--- config.mk ---
export PLATFORM = sky130hd
export DESIGN_NAME = uart_loader_flat
export DESIGN_NICKNAME = d
export VERILOG_FILES = /design/src/rtl/uart_loader_if.sv /design/src/rtl/uart_loader.sv /design/src/flat_wrapper.sv
export SDC_FILE = /design/constraint.sdc
export NUM_CORES = 1
export LEC_CHECK = 0
export BUFFER_PORTS_ARGS = -buffer_cell sky130_fd_sc_hd__buf_2
export CAP_MARGIN = 30
export CORE_MARGIN = 5
export CORE_UTILIZATION = 35
export DETAILED_ROUTE_END_ITERATION = 7
export SLEW_MARGIN = 15
export SYNTH_ARGS = -nofsm -noshare
export SYNTH_HDL_FRONTEND = slang
export SYNTH_SLANG_ARGS = --single-unit
--- constraint.sdc ---
create_clock -name clk -period 6.8 [get_ports clk]
set_input_delay 1.02 -clock clk [delete_from_list [all_inputs] [get_ports clk]]
set_output_delay 1.02 -clock clk [all_outputs]
set_load 0.01 [all_outputs]
--- src/rtl/uart_loader_if.sv ---
// APB master port toward the UART controller plus the memory write port
// used by the boot loader. The loader takes the master modport.
interface uart_loader_if;
  logic [3:0]  apb_PADDR;
  logic        apb_PSEL;
  logic        apb_PENABLE;
  logic        apb_PWRITE;
  logic [31:0] apb_PWDATA;
  logic        apb_PREADY;
  logic [31:0] apb_PRDATA;
  logic        mem_valid;
  logic        mem_ready;
  logic [31:0] mem_addr;
  logic [31:0] mem_wdata;
  logic [3:0]  mem_wstrb;

  modport master (
    output apb_PADDR, apb_PSEL, apb_PENABLE, apb_PWRITE, apb_PWDATA,
    input  apb_PREADY, apb_PRDATA,
    output mem_valid, mem_addr, mem_wdata, mem_wstrb,
    input  mem_ready
  );

  modport slave (
    input  apb_PADDR, apb_PSEL, apb_PENABLE, apb_PWRITE, apb_PWDATA,
    output apb_PREADY, apb_PRDATA,
    input  mem_valid, mem_addr, mem_wdata, mem_wstrb,
    output mem_ready
  );
endinterface

--- src/rtl/uart_loader.sv ---
// Boot loader: programs the UART divisor, receives a framed packet
// (magic, address, length, payload) over APB, writes the payload to memory
// as 32-bit words and replies with ACK + 8-bit checksum.
// Handshakes: APB transfer = setup (PSEL, !PENABLE) then access cycles
// until PREADY; memory request transfers on the cycle mem_valid & mem_ready.
module uart_loader #(
  parameter logic [15:0] DIVISOR = 16'd9,
  parameter logic [7:0]  MAGIC   = 8'h4C,
  parameter logic [7:0]  ACK     = 8'h4B
) (
  input  logic        clk,
  input  logic        reset,
  input  logic        start,
  output logic        busy,
  output logic        done,
  output logic        rx_error,
  output logic [31:0] entry_addr,
  output logic [3:0]  dbg_state,
  uart_loader_if.master bus
);

  typedef enum logic [3:0] {
    S_IDLE   = 4'd0,
    S_CONF   = 4'd1,
    S_MAGIC  = 4'd2,
    S_HDR    = 4'd3,
    S_DATA   = 4'd4,
    S_MEMWR  = 4'd5,
    S_TXPOLL = 4'd6,
    S_TXWR   = 4'd7,
    S_DONE   = 4'd8,
    S_ERRCLR = 4'd9
  } state_t;

  state_t      state, state_nxt;
  logic        apb_phase;
  logic        apb_active;
  logic        xfer_done;
  logic        rx_state;
  logic        rx_ok, rx_bad;
  logic [7:0]  rx_byte;
  logic [2:0]  hdr_cnt;
  logic [31:0] hdr_addr;
  logic [31:0] hdr_len;
  logic [31:0] remain;
  logic [31:0] wr_addr;
  logic [31:0] wdata_q;
  logic [3:0]  wstrb_q;
  logic [1:0]  lane;
  logic [7:0]  csum;
  logic        tx_sel;
  logic [3:0]  apb_addr;
  logic        apb_wr;
  logic [31:0] apb_wdata;
  logic        unused_prdata;

  assign apb_active = (state == S_CONF) || (state == S_MAGIC) || (state == S_HDR) ||
                      (state == S_DATA) || (state == S_ERRCLR) ||
                      (state == S_TXPOLL) || (state == S_TXWR);
  assign xfer_done  = apb_active && apb_phase && bus.apb_PREADY;
  assign rx_state   = (state == S_MAGIC) || (state == S_HDR) || (state == S_DATA);
  assign rx_byte    = bus.apb_PRDATA[7:0];
  // Empty FIFO (bit 31) means re-poll; bit 9 flags a receive error.
  assign rx_ok      = rx_state && xfer_done && !bus.apb_PRDATA[31] && !bus.apb_PRDATA[9];
  assign rx_bad     = rx_state && xfer_done && !bus.apb_PRDATA[31] &&  bus.apb_PRDATA[9];
  assign unused_prdata = ^{bus.apb_PRDATA[30:10], bus.apb_PRDATA[8]};

  assign bus.apb_PSEL    = apb_active;
  assign bus.apb_PENABLE = apb_active && apb_phase;
  assign bus.apb_PADDR   = apb_addr;
  assign bus.apb_PWRITE  = apb_wr;
  assign bus.apb_PWDATA  = apb_wdata;
  assign bus.mem_valid   = (state == S_MEMWR);
  assign bus.mem_addr    = wr_addr;
  assign bus.mem_wdata   = wdata_q;
  assign bus.mem_wstrb   = wstrb_q;
  assign done            = (state == S_DONE);
  assign busy            = (state != S_IDLE) && (state != S_DONE);
  assign dbg_state       = state;

  // Next-state and APB request decode.
  always_comb begin
    state_nxt = state;
    apb_addr  = 4'd0;
    apb_wr    = 1'b0;
    apb_wdata = 32'd0;
    case (state)
      S_IDLE:   if (start) state_nxt = S_CONF;
      S_CONF: begin
        apb_addr  = 4'd8;
        apb_wr    = 1'b1;
        apb_wdata = {13'b0, 3'b000, DIVISOR};
        if (xfer_done) state_nxt = S_MAGIC;
      end
      S_MAGIC, S_HDR, S_DATA: begin
        if (rx_bad) begin
          state_nxt = S_ERRCLR;
        end else if (rx_ok) begin
          if (state == S_MAGIC) begin
            if (rx_byte == MAGIC) state_nxt = S_HDR;
          end else if (state == S_HDR) begin
            if (hdr_cnt == 3'd7)
              state_nxt = ({rx_byte, hdr_len[23:0]} == 32'd0) ? S_TXPOLL : S_DATA;
          end else begin
            if ((lane == 2'd3) || (remain == 32'd1)) state_nxt = S_MEMWR;
          end
        end
      end
      S_ERRCLR: begin
        apb_wr = 1'b1;
        if (xfer_done) state_nxt = S_MAGIC;
      end
      S_MEMWR:  if (bus.mem_ready) state_nxt = (remain == 32'd0) ? S_TXPOLL : S_DATA;
      S_TXPOLL: begin
        apb_addr = 4'd4;
        if (xfer_done && !bus.apb_PRDATA[31]) state_nxt = S_TXWR;
      end
      S_TXWR: begin
        apb_addr  = 4'd4;
        apb_wr    = 1'b1;
        apb_wdata = {24'd0, (tx_sel ? csum : ACK)};
        if (xfer_done) state_nxt = tx_sel ? S_DONE : S_TXPOLL;
      end
      S_DONE:   state_nxt = S_IDLE;
      default:  state_nxt = S_IDLE;
    endcase
  end

  // State register, APB phase tracking and packet datapath.
  always_ff @(posedge clk) begin
    if (reset) begin
      state      <= S_IDLE;
      apb_phase  <= 1'b0;
      rx_error   <= 1'b0;
      entry_addr <= 32'd0;
      hdr_cnt    <= 3'd0;
      hdr_addr   <= 32'd0;
      hdr_len    <= 32'd0;
      remain     <= 32'd0;
      wr_addr    <= 32'd0;
      wdata_q    <= 32'd0;
      wstrb_q    <= 4'd0;
      lane       <= 2'd0;
      csum       <= 8'd0;
      tx_sel     <= 1'b0;
    end else begin
      state    <= state_nxt;
      rx_error <= rx_bad;
      if (!apb_active)            apb_phase <= 1'b0;
      else if (!apb_phase)        apb_phase <= 1'b1;
      else if (bus.apb_PREADY)    apb_phase <= 1'b0;

      case (state)
        S_MAGIC: if (rx_ok && (rx_byte == MAGIC)) begin
          hdr_cnt <= 3'd0;
          csum    <= 8'd0;
          tx_sel  <= 1'b0;
        end
        S_HDR: if (rx_ok) begin
          hdr_cnt <= hdr_cnt + 3'd1;
          if (hdr_cnt == 3'd0)      hdr_addr[7:0] <= {rx_byte[7:2], 2'b00};
          else if (!hdr_cnt[2])     hdr_addr[{hdr_cnt[1:0], 3'b000} +: 8] <= rx_byte;
          else                      hdr_len[{hdr_cnt[1:0], 3'b000} +: 8] <= rx_byte;
          if (hdr_cnt == 3'd7) begin
            remain  <= {rx_byte, hdr_len[23:0]};
            wr_addr <= hdr_addr;
            lane    <= 2'd0;
            wdata_q <= 32'd0;
            wstrb_q <= 4'd0;
          end
        end
        S_DATA: if (rx_ok) begin
          wdata_q[{lane, 3'b000} +: 8] <= rx_byte;
          wstrb_q[lane] <= 1'b1;
          csum   <= csum + rx_byte;
          remain <= remain - 32'd1;
          lane   <= lane + 2'd1;
        end
        S_MEMWR: if (bus.mem_ready) begin
          wr_addr <= wr_addr + 32'd4;
          wdata_q <= 32'd0;
          wstrb_q <= 4'd0;
          lane    <= 2'd0;
        end
        S_TXWR: if (xfer_done) begin
          if (!tx_sel) tx_sel <= 1'b1;
          else         entry_addr <= hdr_addr;
        end
        default: ;
      endcase
    end
  end

endmodule

--- src/flat_wrapper.sv ---
// flat-port wrapper written by rule: the top's interface ports become plain ports
module uart_loader_flat 
#(
  parameter logic [15:0] DIVISOR = 16'd9,
  parameter logic [7:0]  MAGIC   = 8'h4C,
  parameter logic [7:0]  ACK     = 8'h4B
)
  (clk, reset, start, busy, done, rx_error, entry_addr, dbg_state, bus_apb_PADDR, bus_apb_PSEL, bus_apb_PENABLE, bus_apb_PWRITE, bus_apb_PWDATA, bus_apb_PREADY, bus_apb_PRDATA, bus_mem_valid, bus_mem_addr, bus_mem_wdata, bus_mem_wstrb, bus_mem_ready);
  uart_loader_if bus_i ();
  input  logic clk;
  input  logic reset;
  input  logic start;
  output logic busy;
  output logic done;
  output logic rx_error;
  output logic [31:0] entry_addr;
  output logic [3:0] dbg_state;
  output wire logic [$bits(bus_i.apb_PADDR)-1:0] bus_apb_PADDR;
  output wire logic [$bits(bus_i.apb_PSEL)-1:0] bus_apb_PSEL;
  output wire logic [$bits(bus_i.apb_PENABLE)-1:0] bus_apb_PENABLE;
  output wire logic [$bits(bus_i.apb_PWRITE)-1:0] bus_apb_PWRITE;
  output wire logic [$bits(bus_i.apb_PWDATA)-1:0] bus_apb_PWDATA;
  input wire logic [$bits(bus_i.apb_PREADY)-1:0] bus_apb_PREADY;
  input wire logic [$bits(bus_i.apb_PRDATA)-1:0] bus_apb_PRDATA;
  output wire logic [$bits(bus_i.mem_valid)-1:0] bus_mem_valid;
  output wire logic [$bits(bus_i.mem_addr)-1:0] bus_mem_addr;
  output wire logic [$bits(bus_i.mem_wdata)-1:0] bus_mem_wdata;
  output wire logic [$bits(bus_i.mem_wstrb)-1:0] bus_mem_wstrb;
  input wire logic [$bits(bus_i.mem_ready)-1:0] bus_mem_ready;
  assign bus_apb_PADDR = bus_i.apb_PADDR;
  assign bus_apb_PSEL = bus_i.apb_PSEL;
  assign bus_apb_PENABLE = bus_i.apb_PENABLE;
  assign bus_apb_PWRITE = bus_i.apb_PWRITE;
  assign bus_apb_PWDATA = bus_i.apb_PWDATA;
  assign bus_i.apb_PREADY = bus_apb_PREADY;
  assign bus_i.apb_PRDATA = bus_apb_PRDATA;
  assign bus_mem_valid = bus_i.mem_valid;
  assign bus_mem_addr = bus_i.mem_addr;
  assign bus_mem_wdata = bus_i.mem_wdata;
  assign bus_mem_wstrb = bus_i.mem_wstrb;
  assign bus_i.mem_ready = bus_mem_ready;
  uart_loader #(.DIVISOR(DIVISOR), .MAGIC(MAGIC), .ACK(ACK)) u_core (.clk(clk), .reset(reset), .start(start), .busy(busy), .done(done), .rx_error(rx_error), .entry_addr(entry_addr), .dbg_state(dbg_state), .bus(bus_i));
endmodule
# Word-level counts from Yosys, hierarchy flattened

Index checks and enable logic that the tools add are counted.

$add $sub $neg: 7
Multipliers: 0
Div/mod/pow operators: 0
Order comparisons: 2
Eq/ne operators: 28
Shifts and indexed selects: 4
Mux-type cells: 61
Bitwise gates (word level): 4
Reduce and logical (&&, ||, !) cells: 48

Operators by type and width:

| kind                     | number |
|---|---|
| $mux W32                 | 10 |
| $pmux W32 S2             | 2 |
| $bwmux W32               | 3 |
| $pmux W32 S3             | 1 |
| $mux W4                  | 17 |
| $logic_not A32 Y1        | 2 |
| $shift A8 B7 Y32 const A | 2 |
| $shiftx A8 B7 Y32        | 2 |
| $mux W8                  | 5 |
| $add A32 B3 Y32 const B  | 1 |
| $eq A32 B1 Y1 const B    | 1 |
| $pmux W8 S2              | 2 |
| $sub A32 B1 Y32 const B  | 1 |
| $pmux W4 S6              | 1 |
| $eq A4 B3 Y1 const B     | 4 |
| $reduce_and A4 Y1        | 4 |
| $reduce_and A3 Y1        | 5 |
| $neg A5 Y7               | 2 |
| $mux W2                  | 6 |
| $pmux W4 S3              | 1 |
| $logic_and A1 B1 Y1      | 10 |
| $ne A2 B1 Y1 const B     | 5 |
| $ne A2 B2 Y1 const B     | 5 |
| $reduce_bool A2 Y1       | 5 |
| 35 further kinds         | 57 |

Bits in registers: 216
Bits in latches: 0
Memory bits (writable): 0
ROM bits: 0
Output and inout bits: 147
Word-level logic and storage cells: 169
Memories: 0

# Depth between registers and ports, before layout

Depth in word-level cells: 15
Mapped depth: 11
Depth with buffers taken out: 8

# Worst setup path before layout

No wires, ideal clock.

Kind: input-to-reg
Start: in bus_apb_PRDATA[5]
End: reg u_core.state[3], in the netlist u_core.dbg_state[3]
Library setup time: 0.132 ns
Arrival time: 2.660 ns
Data required time: 6.668 ns
Setup slack: 4.008 ns
Stages: 6
Cells stage by stage: or4_4 -> nor4_2 -> and3b_1 -> a211o_1 -> nor4b_1 -> nor3_1

Word-level cells in the longest chain between the ends: 3

Ends and longest elaborated chain:

| item                        | line               | text |
|---|---|---|
| from (decl)                 | flat_wrapper.sv:24 | `input wire logic [$bits(bus_i.apb_PRDATA)-1:0] bus_apb_PRDATA;` |
| $eq A8 B7 Y1                | uart_loader.sv:100 | `if (rx_byte == MAGIC) state_nxt = S_HDR;` |
| $ne A4 B3 Y1 (no line)      | n/a                |  |
| $reduce_and A9 Y1 (no line) | n/a                |  |
| to (signal assigned)        | uart_loader.sv:147 | `state <= state_nxt;` |
| to (decl)                   | uart_loader.sv:35  | `state_t state, state_nxt;` |

No other way between the ends.
A chain may end at the register's enable or synchronous reset.

# Worst setup path after layout

Start: reg u_core.state[0], in the netlist u_core.dbg_state[0]
End: out bus_mem_valid

Word-level cells in the longest chain between the ends: 1

Ends and longest elaborated chain:

| item         | line               | text |
|---|---|---|
| $eq A4 B3 Y1 | uart_loader.sv:73  | `assign bus.mem_valid = (state == S_MEMWR);` |
| to (decl)    | flat_wrapper.sv:25 | `output wire logic [$bits(bus_i.mem_valid)-1:0] bus_mem_valid;` |

No other way between the ends.

==> results.md <==
* Initial antenna violation count at 0
* Setup violations, final at 0
* Worst Setup Slack, final at 2720 ps
* CP delay by family, top: buffers and inverters
* TritonCTS Sinks at about 210
* MaxCap Viol Count at 0
* Clock buffer depth at 3
* Part of the cycle the worst path needs at between 50% and 60%
* Synthesized flop and latch total at around 210
* Synth Cell Area at around 10,000 um2
* Post-synth top area cell: dfxtp_1
* Maximum fanout along the worst path at 45
* Root Driver: clkbuf_16
* Placed Area at 11,220 um2
* Clock-pin slew on the worst setup and hold paths at around 60 ps
* Worst Path Required at 5780 ps
* I/O pin count at ~180
* HP Class: reg2reg
* Post-synth cell types at 83
* Post-synth top cells: nand2_1, dfxtp_1, a21oi_1
* Tmin final at around 4100 ps
* Via count at 10,230
* Area of the multi-input gates at 5694 um2
* Worst reg2reg path depth at 8
* Sum Neg Setup Slack at 0 ps
* Detailed Route WL at 33.20 mm
* Cells taking the most area after synthesis: dfxtp_1, a21oi_1, nand2_1
* ANT cells at 0
* CP Class: reg2out
* Critical path buffer and inverter count at 2
* Yosys warns at 0
* # hold bufs at CTS at 0
* Die ar. at around 33,000 um2
* Worst R2R End: u_core.bus.mem_wdata[5]$_SDFFE_PP0P_
* Post-synth EDFFs at 0
* Die Height at 182.6 um
* Fin. Hold Viols at 0
* Outcome: completed
* PD cells at about 230 nW/um2
* Async set or reset register ratio after synthesis at 0%
* Worst-Skew Late Latency at 510 ps
* CP max stage delay at slightly above 800 ps
* Vias per Instance at between 5 and 6
* Vias in the first global route at about 9,400
* Syn avg cell area at 7.716 um2
* CTS tree: yes
* Data arrival, critical path at 3060 ps
* Critical Path Start Type: register
* Dpl ws at approximately 3300 ps
* DRT Pass-1 Iters at 5
* Placer congestion estimate at 0.8469
* Peak VDD IR at 0.1293 mV
* Num CTS Buffers at 23
* Post-route ant nets at 0
* Post-route cell area at 11,940 um2
* Routed len/inst at around 18 um
* Total gr overflow at 0
* Clk_skew at 8.421 ps
* Fillers at 3,058
* Primary FF master, synth: dfxtp_1
* Area growth, synth to finish at 14.51%
* Leak pwr at 4.383 nW
* Yosys top cell area share at between 30% and 40%
* Core box area at 29,560 um2
* Hold WS at 443.4 ps
* Sequential cell area at 4164 um2
* Layout cells sized above 1 at 15.19%
* Seq/Total Area, Yosys at 39.95%
* Hpwl dp at 21.56 mm
* Cell count after synthesis at 1,351
* Setup Fix Bufs, Post-CTS at 0
* Reg2reg start: u_core.dbg_state[0]$_SDFFE_PP0P_
* Port Buffers at 135
* Worst setup path start: u_core.dbg_state[0]$_SDFFE_PP0P_
* First-pass GRT wire length at 52.68 mm
* Initial Util at 35.26%
* CP Capture Type: output port
* Pins Over Slew Limit at 0
* Cell chain of the critical path: nor2b_1, nand3b_1, inv_2, buf_2
* GRT Overall Usage at 19.03%
* Slowest cell on crit path: dfxtp_1
* Reg2Reg Setup Slack at 3200 ps
* CTS resizes at 0
* Initial DRC count at 862
* DRC at 0
* Worst-margin pin slew at between 800 and 900 ps
* Total stage count of the critical path at 4
* CTS H-tree lvls at 1
* Final #Nets at 1,485
* End of the critical path: bus_mem_valid
* Fmax at 245.1 MHz
* Std cell rows at 63
* RSZ-0062 raised after global routing: no
* Largest net degree at the start of global routing at 98
* Die width at 182.6 um
* Slew headroom at 39.86%
* Most common cell in the netlist: nand2_1
tightest hold or removal path, delay by kind of cell (launching register included):
kind / cells / cell delay (ps)
and+or+nand+nor: 1 / 50
DFF: 1 / 310
AOI/OAI and AO/OA: 1 / 50
power by group:
group          total (mW)  leakage (nW)  switching [mW]  internal [mW]
Sequential           1.27          1.68          0.0364           1.23
Clock                1.18         0.347           0.501          0.676
Combinational       0.292          2.36           0.203         0.0885
Total                2.73          4.38           0.740           1.99
stage by stage:
step / util [%] / total power [mW] / std cells
after detailed placement: 37.94 / 1.580 / 1790
after floorplan: - / 1.497 / 1376
after global placement: 37.94 / 1.576 / 1790
after CTS: 40.30 / 2.759 / 1830
after global routing: 40.38 / 2.847 / 1832
final: 40.38 / 2.735 / 1832
area by class of cell:
| cell class | instances | area share (%) |
|---|---|---|
| clock buffer | 35 | 5.618 |
| sequential | 208 | 34.88 |
| clock inverter | 5 | 0.2096 |
| timing repair buffer | 151 | 6.803 |
| inverter | 22 | 0.6918 |
| tap | 390 | 4.088 |
| multi-input combinational | 1021 | 47.70 |
worst min path at each step:
stage          depth (start not counted)                                  start                                    end
2_1_floorplan                          2        u_core.hdr_addr[0]$_SDFFE_PP0P_      u_core.entry_addr[0]$_SDFFE_PP0P_
3_3_place_gp                           2  u_core.bus.mem_wdata[20]$_SDFFE_PP0P_  u_core.bus.mem_wdata[20]$_SDFFE_PP0P_
3_5_place_dp                           2  u_core.bus.mem_wdata[20]$_SDFFE_PP0P_  u_core.bus.mem_wdata[20]$_SDFFE_PP0P_
4_1_cts                                2  u_core.bus.mem_wdata[20]$_SDFFE_PP0P_  u_core.bus.mem_wdata[20]$_SDFFE_PP0P_
5_1_grt                                2      u_core.entry_addr[8]$_SDFFE_PP0P_      u_core.entry_addr[8]$_SDFFE_PP0P_
6_report                               2  u_core.bus.mem_wdata[20]$_SDFFE_PP0P_  u_core.bus.mem_wdata[20]$_SDFFE_PP0P_
flip-flops by register name, summed over array words and instances (netlist names):
signal / flops
u_core.bus.mem_addr: 32
u_core.dbg_state: 4
u_core.bus.mem_wdata: 32
u_core.apb_phase: 1
u_core.lane: 2
u_core.remain: 32
u_core.hdr_len: 24
u_core.hdr_cnt: 3
u_core.tx_sel: 1
u_core.csum: 8
u_core.rx_error: 1
u_core.entry_addr: 32
u_core.bus.mem_wstrb: 4
u_core.hdr_addr: 32
cells in the final DEF (no fill, tap or decap), drive strengths merged, types with 31 or more instances in the layout:
cell    count
nand2     219
dfxtp     208
a21oi     179
buf       151
nor2      108
nand3      80
o21ai      69
clkbuf     35
nand4      34
nor3       31
logic make-up after synthesis:
logic type               synth area share (%)
flip-flops                              39.95
XOR/XNOR                               0.5042
AND/OR/NAND/NOR                         26.62
other                                 0.03598
buffers and inverters                   6.446
adder cells (fa/ha/maj)                 2.593
multiplexers                           0.8763
AO/OA/AOI/OAI                           22.97
routing by layer:
| layer | GRT usage (%) | wire length [um] | up-vias | part of all wire [%] |
|---|---|---|---|---|
| met5 | 0 | 0 | - | 0 |
| met2 | 28.42 | 14450 | 329 | 44 |
| li1 | - | - | 4954 | - |
| met4 | 5.254 | 782 | 0 | 2.4 |
| met3 | 3.189 | 2131 | 60 | 6.4 |
| met1 | 28.26 | 15840 | 4883 | 48 |
No activity file was read; power rests on OpenSTA's default activity.
